[src/rtl/mux4_rr_arbiter.sv]
// Round-robin arbiter driving the select pair of a 4:1 mux, with a bounded hold per tenure.
// Optional build macro MUX4_ARB_PARK_EN: in IDLE the select/idx hold the last owner instead of A.
module mux4_rr_arbiter #(
  parameter int unsigned MAX_HOLD = 8,
  parameter int unsigned CNT_W    = 8
) (
  input  logic       clk,
  input  logic       rst,
  input  logic [3:0] req,
  output logic [3:0] gnt,
  output logic       s0,
  output logic       s1,
  output logic       busy,
  output logic [1:0] idx
);

  localparam logic ST_IDLE  = 1'b0;
  localparam logic ST_GRANT = 1'b1;
  localparam logic [CNT_W-1:0] HOLD_LAST = CNT_W'(MAX_HOLD - 1);

  logic             state_q, state_d;
  logic [3:0]       gnt_q, gnt_d;
  logic [1:0]       idx_q, idx_d;
  logic [1:0]       ptr_q, ptr_d;
  logic [CNT_W-1:0] hold_q, hold_d;
  logic             busy_q, busy_d;

  logic [2:0] pick_idle_c;
  logic [2:0] pick_rel_c;
  logic       release_c;

  // First requester at or above pointer p (wrapping); returns {found, index}.
  function automatic logic [2:0] rr_pick(input logic [3:0] r, input logic [1:0] p);
    logic [2:0] res;
    logic [1:0] c;
    res = 3'b000;
    for (int i = 3; i >= 0; i--) begin
      c = p + 2'(i);
      if (r[c]) res = {1'b1, c};
    end
    return res;
  endfunction

  assign pick_idle_c = rr_pick(req, ptr_q);
  assign pick_rel_c  = rr_pick(req, idx_q + 2'd1);
  assign release_c   = !req[idx_q] || (hold_q == HOLD_LAST);

  always_comb begin
    state_d = state_q;
    gnt_d   = gnt_q;
    idx_d   = idx_q;
    ptr_d   = ptr_q;
    hold_d  = hold_q;
    busy_d  = busy_q;
    case (state_q)
      ST_IDLE: begin
        if (pick_idle_c[2]) begin
          state_d = ST_GRANT;
          gnt_d   = 4'b0001 << pick_idle_c[1:0];
          idx_d   = pick_idle_c[1:0];
          hold_d  = '0;
          busy_d  = 1'b1;
        end
      end
      ST_GRANT: begin
        if (release_c) begin
          // Re-arbitrate in the same edge so a waiting requester sees no bubble.
          ptr_d = idx_q + 2'd1;
          if (pick_rel_c[2]) begin
            gnt_d  = 4'b0001 << pick_rel_c[1:0];
            idx_d  = pick_rel_c[1:0];
            hold_d = '0;
          end else begin
            state_d = ST_IDLE;
            gnt_d   = 4'b0000;
            busy_d  = 1'b0;
            hold_d  = '0;
`ifdef MUX4_ARB_PARK_EN
            idx_d   = idx_q;
`else
            idx_d   = 2'd0;
`endif
          end
        end else begin
          hold_d = hold_q + CNT_W'(1);
        end
      end
      default: begin
        state_d = ST_IDLE;
        gnt_d   = 4'b0000;
        busy_d  = 1'b0;
        hold_d  = '0;
      end
    endcase
  end

  always_ff @(posedge clk) begin
    if (rst) begin
      state_q <= ST_IDLE;
      gnt_q   <= 4'b0000;
      idx_q   <= 2'd0;
      ptr_q   <= 2'd0;
      hold_q  <= '0;
      busy_q  <= 1'b0;
    end else begin
      state_q <= state_d;
      gnt_q   <= gnt_d;
      idx_q   <= idx_d;
      ptr_q   <= ptr_d;
      hold_q  <= hold_d;
      busy_q  <= busy_d;
    end
  end

  // Selects mirror the registered owner index: s0 is the MSB, s1 the LSB.
  assign gnt  = gnt_q;
  assign idx  = idx_q;
  assign busy = busy_q;
  assign s0   = idx_q[1];
  assign s1   = idx_q[0];

endmodule

[config.mk]
export PLATFORM = sky130hd
export DESIGN_NAME = mux4_rr_arbiter
export DESIGN_NICKNAME = d
export VERILOG_FILES = /design/src/rtl/mux4_rr_arbiter.sv
export SDC_FILE = /design/constraint.sdc
export NUM_CORES = 1
export LEC_CHECK = 0
export ABC_AREA = 1
export CAP_MARGIN = 10
export CELL_PAD_IN_SITES_DETAIL_PLACEMENT = 1
export CELL_PAD_IN_SITES_GLOBAL_PLACEMENT = 1
export CORE_MARGIN = 3
export CORE_UTILIZATION = 35
export CTS_BUF_LIST = sky130_fd_sc_hd__clkbuf_4 sky130_fd_sc_hd__clkbuf_8
export DETAILED_ROUTE_END_ITERATION = 16
export PLACE_DENSITY_LB_ADDON = 0.1
export SETUP_SLACK_MARGIN = 0.4
export SLEW_MARGIN = 25
export SYNTH_ARGS = -nofsm -noshare
export SYNTH_HDL_FRONTEND = slang
export SYNTH_SLANG_ARGS = --single-unit
export TNS_END_PERCENT = 5
[constraint.sdc]
create_clock -name clk -period 2.32 [get_ports clk]
set_input_delay 0.232 -clock clk [delete_from_list [all_inputs] [get_ports clk]]
set_output_delay 0.232 -clock clk [all_outputs]
set_load 0.01 [all_outputs]
==> results of run 1 <==
[path summary, 6_finish.rpt]
path                   from   endpoint  slack, ns
setup / recovery     req[0]     idx[0]       0.47
hold / removal    hold_q[3]  hold_q[3]       0.48
setup reg to reg     idx[0]     idx[0]       0.52
hold reg to reg   hold_q[3]  hold_q[3]       0.48
[per-stage QoR]
step | hold WS [ns] | util
final | 0.482 | 0.471
after floorplan | 0.377 | -
after CTS | 0.484 | 0.451
after global routing | 0.503 | 0.471
after global placement | 0.464 | 0.435
after detailed placement | 0.473 | 0.435
[power by group through the flow]
| stage | Sequential (mW) | Combinational (mW) | Clock [mW] |
|---|---|---|---|
| 3_5_place_dp | 0.437 | 1.11 | 0 |
| 6_report | 0.439 | 1.17 | 0.258 |
| 4_1_cts | 0.432 | 1.12 | 0.268 |
| 2_1_floorplan | 0.446 | 0.785 | 0 |
| 3_3_place_gp | 0.438 | 1.09 | 0 |
| 5_1_grt | 0.447 | 1.34 | 0.281 |
[critical path, cell delays in order]
cell             delay [ns]
clkdlybuf4s50_1        0.46
inv_2                  0.10
nand2_1                0.08
nand2_2                0.08
nand2_2                0.08
nor3_4                 0.27
inv_2                  0.11
nor2_8                 0.14
inv_2                  0.06
nand2_4                0.08
inv_4                  0.07
o21ai_0                0.15
nor2_1                 0.08
[layer usage]
metal,vias to the layer above,routed length [microns],part of all wire
li1,777,-,-
met1,659,1980,0.51
met2,17,1740,0.45
met3,7,78,0.020
met4,0,63,0.016
met5,-,0,0
[flip-flops by register name, summed over array words and instances, names as in the netlist]
| name | flops |
|---|---|
| busy | 1 |
| idx | 2 |
| gnt | 4 |
| ptr_q | 2 |
| hold_q | 8 |
| state_q | 1 |
[cell usage after synthesis, drive strengths merged]
cell type | number | area [sq um]
a21boi | 1 | 7.51
inv | 33 | 126
buf | 5 | 38.8
nor2 | 26 | 124
o21ai | 12 | 60.1
ha | 1 | 12.5
a21oi | 12 | 60.1
nand3b | 2 | 15.0
a211oi | 2 | 15.0
nand2 | 94 | 365
dfxtp | 18 | 360
nand3 | 20 | 100
nor3 | 4 | 31.3
xor2 | 2 | 17.5
a32oi | 1 | 8.76
[what timing repair did]
| item | 4_1_cts | 5_1_grt |
|---|---|---|
| setup endpoints to repair | 0 | 5 |
| hold buffers | 0 | 0 |
| gates resized for setup | 0 | 11 |
| setup buffers | 0 | 6 |
[cell usage in the layout, fill, tap and decap left out, types with 2 or more instances in the layout]
cell	count
inv_1	25
inv_2	7
nor3_1	3
a21oi_1	12
nand3_1	20
o21ai_0	9
o21ai_1	2
dfxtp_2	2
nand2_1	91
buf_4	9
nor2_1	21
nand2_2	2
a211oi_1	2
clkbuf_8	4
nand3b_1	2
clkdlybuf4s50_1	13
xor2_1	2
nor2_2	4
dfxtp_1	16
[cell type report]
class | count | area [sq um] | area share
multi-input combinational | 177 | 828 | 0.500
sequential | 18 | 363 | 0.219
timing repair buffer | 25 | 226 | 0.137
inverter | 33 | 126 | 0.0763
tap | 46 | 57.6 | 0.0347
clock buffer | 4 | 55.1 | 0.0332
[kinds of logic after synthesis]
family | Yosys count
AO/OA/AOI/OAI | 28
XOR/XNOR | 2
adder cells (fa/ha/maj) | 1
buffers and inverters | 38
flip-flops | 18
AND/OR/NAND/NOR | 146
==> key figures, run 1 <==
Run status
  • Outcome: finished, final reports clean

Drt
  • Routed vias: 1,460
  • Via density: 4.82
  • Initial DRC Count: 46
  • Routed Wire Length: 3860 microns
  • DRC errors left: 0
  • Remaining antenna violation count: 0
  • WL/cell: 12.7 microns
  • Initial DRT Pass Iterations: 4

Power
  • Leakage: 0.857 nW
  • Comb pwr share: 0.626
  • Final Total Pwr: 1.86 mW
  • Net Switching: 0.905 mW
  • Part of the power in registers: 0.236
  • VDD IR max: 0.000520 V
  • Pint: 0.958 mW
  • Power Density: 1120 nW/um^2
  • Clk network pwr share: 0.139
  • Switching Share: 0.486

Setup path
  • Crit path max fanout: 9
  • Critical path startpoint category: input pin
  • R2R depth: 12
  • Data arrival, critical path: 1.99 ns
  • Crit Path Class: input pin to flip-flop
  • CP Data Required Time: 2.46 ns
  • Crit path capture type: flip-flop

Run
  • Max cap viols: 0

Global route
  • Total global-route track usage: 0.179
  • GRT Max-Usage Layer: met2
  • Remaining global-route overflow: 0
  • Largest net degree at the start of global routing: 14
  • First-pass GRT wire length: 6240 microns
  • Met1 Use GR: 0.257
  • Vias in the first global route: 1,389
  • Met3 Track Usage GR: 0.0296
  • Initial antenna violation count: 0
  • Routing usage on met2: 0.268

Logic synthesis
  • Largest family of logic cells by synthesized area: simple AND/OR/NAND/NOR gates
  • FF+latch count, synth: 18
  • Syn Nets: 240
  • Seq/Total Area, Yosys: 0.268
  • Adder-cell share of the synthesized area: 0.00932
  • Synth cell types: 25
  • Post-synthesis simple-gate area fraction: 0.473
  • XOR/XNOR Fraction of Synth Area: 0.0130
  • Post-synthesis compound-gate area fraction: 0.113
  • Gate Count Post-Synth: 233
  • Multiplexer share of the synthesized area: 0
  • Yosys Warn Count: 0
  • Mapped Area: 1340 sq um
  • Syn_area_per_cell: 5.76 sq um

Floorplanning
  • Starting density of the core: 0.381
  • Core area: 3520 sq um
  • Die ar.: 4620 sq um
  • DIE HEIGHT: 67.9 microns
  • I/O pin cnt: 15
  • Horiz. Die Dim: 67.9 microns
  • Rows: 21

STA
  • Final Hold Vio Count: 0
  • Max Clk Rate: 541 MHz
  • Setup tns final: 0 ns
  • Fin crit share: 0.796
  • Slew Viols, Final: 0
  • Final setup violation count: 0
  • Max-slew headroom: 0.829
  • Slack of the critical path: 0.472 ns
  • Min cycle time layout: 1.85 ns
  • Worst Max-Slew Pin Slew: 0.254 ns
  • Clock Skews: 0.00177 ns
  • RSZ-0062 raised after global routing: no

Placement
  • DP Cell Count: 292
  • Dpl cell area: 1530 sq um
  • Routability congestion estimate: 0.835
  • Buffers on Ports: 14
  • Dpl ws: 0.213 ns
  • Hpwl dp: 2890 microns

CTS
  • Num CTS Buffers: 3
  • Clk root buf: clkbuf_8
  • CTS max path bufs: 2
  • Clock tree sinks: 18
  • Clock-pin slew on the worst setup and hold paths: 0.07 ns
  • Worst-skew pair later-pin latency: 0.25 ns
  • CTS H-tree lvls: 1
  • Clock tree from TritonCTS: built

Final layout
  • Area Growth Syn to Fin: 23.4%
  • Non-Filler Instances: 303
  • Layout Cell Area excl Fill: 1660 sq um
  • ANT cells: 0
  • Layout cell share with drive strength beyond 1: 0.136
  • NumNets Final: 265
  • # fillers: 512

Hold path
  • HP Class: flip-flop to flip-flop
  • Hold depth: 2
(Power assumes the default switching activity.)
==> run 2: changes to the inputs <==
==> constraint.sdc (replaced) <==
create_clock -name clk -period 1.65 [get_ports clk]
set_input_delay 0.165 -clock clk [delete_from_list [all_inputs] [get_ports clk]]
set_output_delay 0.165 -clock clk [all_outputs]
set_load 0.01 [all_outputs]
==> run 2 against run 1 <==
Compared with the run above:
- the flow now finishes with violations (negative setup slack)
- final area rose by 13%
- global-route usage rose by 1.8 points
- register-to-register slack got worse by 0.57 ns
- utilization rose by 5.9 points
- non-clock buffer count rose by 16
- critical path type is now flip-flop to flip-flop
- largest power group unchanged
- highest routed layer unchanged
==> key figures, run 2 (synthesized netlist as in run 1, its figures left out) <==
Setup path
  • Critical path startpoint category: flip-flop
  • CP Data Required Time: 1.81 ns
  • Crit Path Class: flip-flop to flip-flop
  • Crit path max fanout: 9
  • R2R depth: 14
  • Data arrival, critical path: 1.86 ns
  • RR Endpoint: gnt[0]
  • Critical path origin: idx[0]
  • Worst r2r src: idx[0]
  • Critical Path Sink: gnt[0]
  • R2r setup slk: -0.05 ns
  • Crit path capture type: flip-flop

Global route
  • Largest net degree at the start of global routing: 11
  • Vias in the first global route: 1,555
  • Remaining global-route overflow: 0
  • First-pass GRT wire length: 6940 microns
  • Total global-route track usage: 0.197
  • Initial antenna violation count: 0

Floorplanning
  • I/O pin cnt: 15
  • DIE HEIGHT: 67.9 microns
  • Horiz. Die Dim: 67.9 microns
  • Rows: 21
  • Core area: 3520 sq um
  • Starting density of the core: 0.381
  • Die ar.: 4620 sq um

Final layout
  • Non-Filler Instances: 319
  • Max reg flops: 8
  • Final core utilization: 0.529
  • NumNets Final: 281
  • ANT cells: 0
  • Most frequent cells in the layout: nand2_1, inv_1, buf_4
  • Layout cell share with drive strength beyond 1: 0.245
  • Most flops, register: hold_q
  • Commonest non-fill, non-tap cell in the layout: nand2_1
  • Area Growth Syn to Fin: 38.9%

Run status
  • Violated checks: negative setup slack
  • Outcome: finished with violations

Drt
  • WL/cell: 13.0 microns
  • Routed Wire Length: 4150 microns
  • Initial DRT Pass Iterations: 4
  • Remaining antenna violation count: 0
  • Initial DRC Count: 69
  • DRC errors left: 0
  • Via density: 4.85
  • Routed vias: 1,546

Hold path
  • HP Class: flip-flop to flip-flop

STA
  • Max Clk Rate: 589 MHz
  • Max-slew headroom: 0.805
  • Min cycle time layout: 1.70 ns
  • Slew Viols, Final: 0
  • Clock Skews: 0.00607 ns
  • Fin crit share: 1.03
  • Setup tns final: -0.194 ns
  • Final setup violation count: 6
  • Final Hold Slack: 0.483 ns
  • RSZ-0062 raised after global routing: yes
  • Worst Max-Slew Pin Slew: 0.291 ns
  • Slack of the critical path: -0.0474 ns
  • Final Hold Vio Count: 0

Power
  • VDD IR max: 0.000802 V
  • Power Density: 1580 nW/um^2
  • Comb pwr share: 0.658
  • Pint: 1.56 mW
  • Net Switching: 1.39 mW
  • Leakage: 0.973 nW
  • Switching Share: 0.473
  • Part of the power in registers: 0.217
  • Final Total Pwr: 2.95 mW
  • Clk network pwr share: 0.126

Run
  • Max cap viols: 0

CTS
  • Post-CTS Hold Buffers: 0
  • Clock tree from TritonCTS: built
  • Clock-pin slew on the worst setup and hold paths: 0.07 ns
  • CTS max path bufs: 2
  • Clock tree sinks: 18
  • Num CTS Buffers: 3
  • CTS H-tree lvls: 1
  • Clk root buf: clkbuf_8
  • Worst-skew pair later-pin latency: 0.26 ns

Placement
  • Routability congestion estimate: 0.832
  • Buffers on Ports: 14
  • Hpwl dp: 3090 microns
  • DP Cell Count: 312
==> run 2: cell types whose count changed in the layout (fill, tap and decap cells not counted), sizes merged <==
cell	before	now
buf	11	27
clkdlybuf4s50	13	5
dlygate4sd2	0	8
==> run 2: power groups by stage <==
stage | sequential, mW | clock (mW) | combinational (mW)
2_1_floorplan | 0.630 | 0 | 1.10
3_3_place_gp | 0.627 | 0 | 1.74
3_5_place_dp | 0.626 | 0 | 1.76
4_1_cts | 0.633 | 0.375 | 1.86
5_1_grt | 0.652 | 0.392 | 2.19
6_report | 0.639 | 0.370 | 1.94
==> run 2: through the flow <==
| stage | instance area [sq um] | setup slack [ns] |
|---|---|---|
| 2_1_floorplan | 1340 | 0.0709 |
| 3_3_place_gp | 1680 | -0.240 |
| 3_5_place_dp | 1680 | -0.223 |
| 4_1_cts | 1820 | -0.0241 |
| 5_1_grt | 1860 | -0.183 |
| 6_report | 1860 | -0.0474 |
==> run 2: final cells by class <==
class,instances,area (sq um)
Fill cell,497,1660
Tap cell,46,57.6
Multi-Input combinational cell,177,892
Clock buffer,4,55.1
Inverter,33,136
Sequential cell,18,373
Timing Repair Buffer,41,350
==> run 2: worst min-delay path by stage <==
| stage | from | endpoint | slack, ns | cells after the start |
|---|---|---|---|---|
| floorplan | rst | idx[1] | 0.31 | 3 |
| global placement | state_q | busy | 0.45 | 1 |
| detailed placement | hold_q[6] | hold_q[6] | 0.47 | 2 |
| CTS | hold_q[6] | hold_q[6] | 0.48 | 2 |
| global route | hold_q[1] | hold_q[1] | 0.52 | 2 |
| finish | hold_q[6] | hold_q[6] | 0.48 | 2 |
==> run 2: per-layer routing <==
layer / routed length, microns / up-vias / global-route usage
li1: - / 805 / -
met1: 1960 / 709 / 0.259
met2: 1990 / 21 / 0.324
met3: 108 / 11 / 0.0296
met4: 88 / 0 / 0.0744
met5: 0 / - / 0
==> run 2: what timing repair did <==
item,in CTS,in global routing
setup buffers,3,0
endpoints found under the setup margin,27,19
gates resized for setup,35,16
pin swaps,13,6
==> run 2: worst max-delay path, cell delays in order, from the launching register on <==
cell and delay, ns:
dfxtp_4 0.38, buf_6 0.13, nand2_1 0.05, o21ai_1 0.06
buf_4 0.15, nor3_4 0.22, inv_2 0.10, nor2_8 0.13
inv_4 0.05, nand2_8 0.08, inv_8 0.05, nor2_2 0.06
nor2_1 0.04, nand2_1 0.07, inv_1 0.03
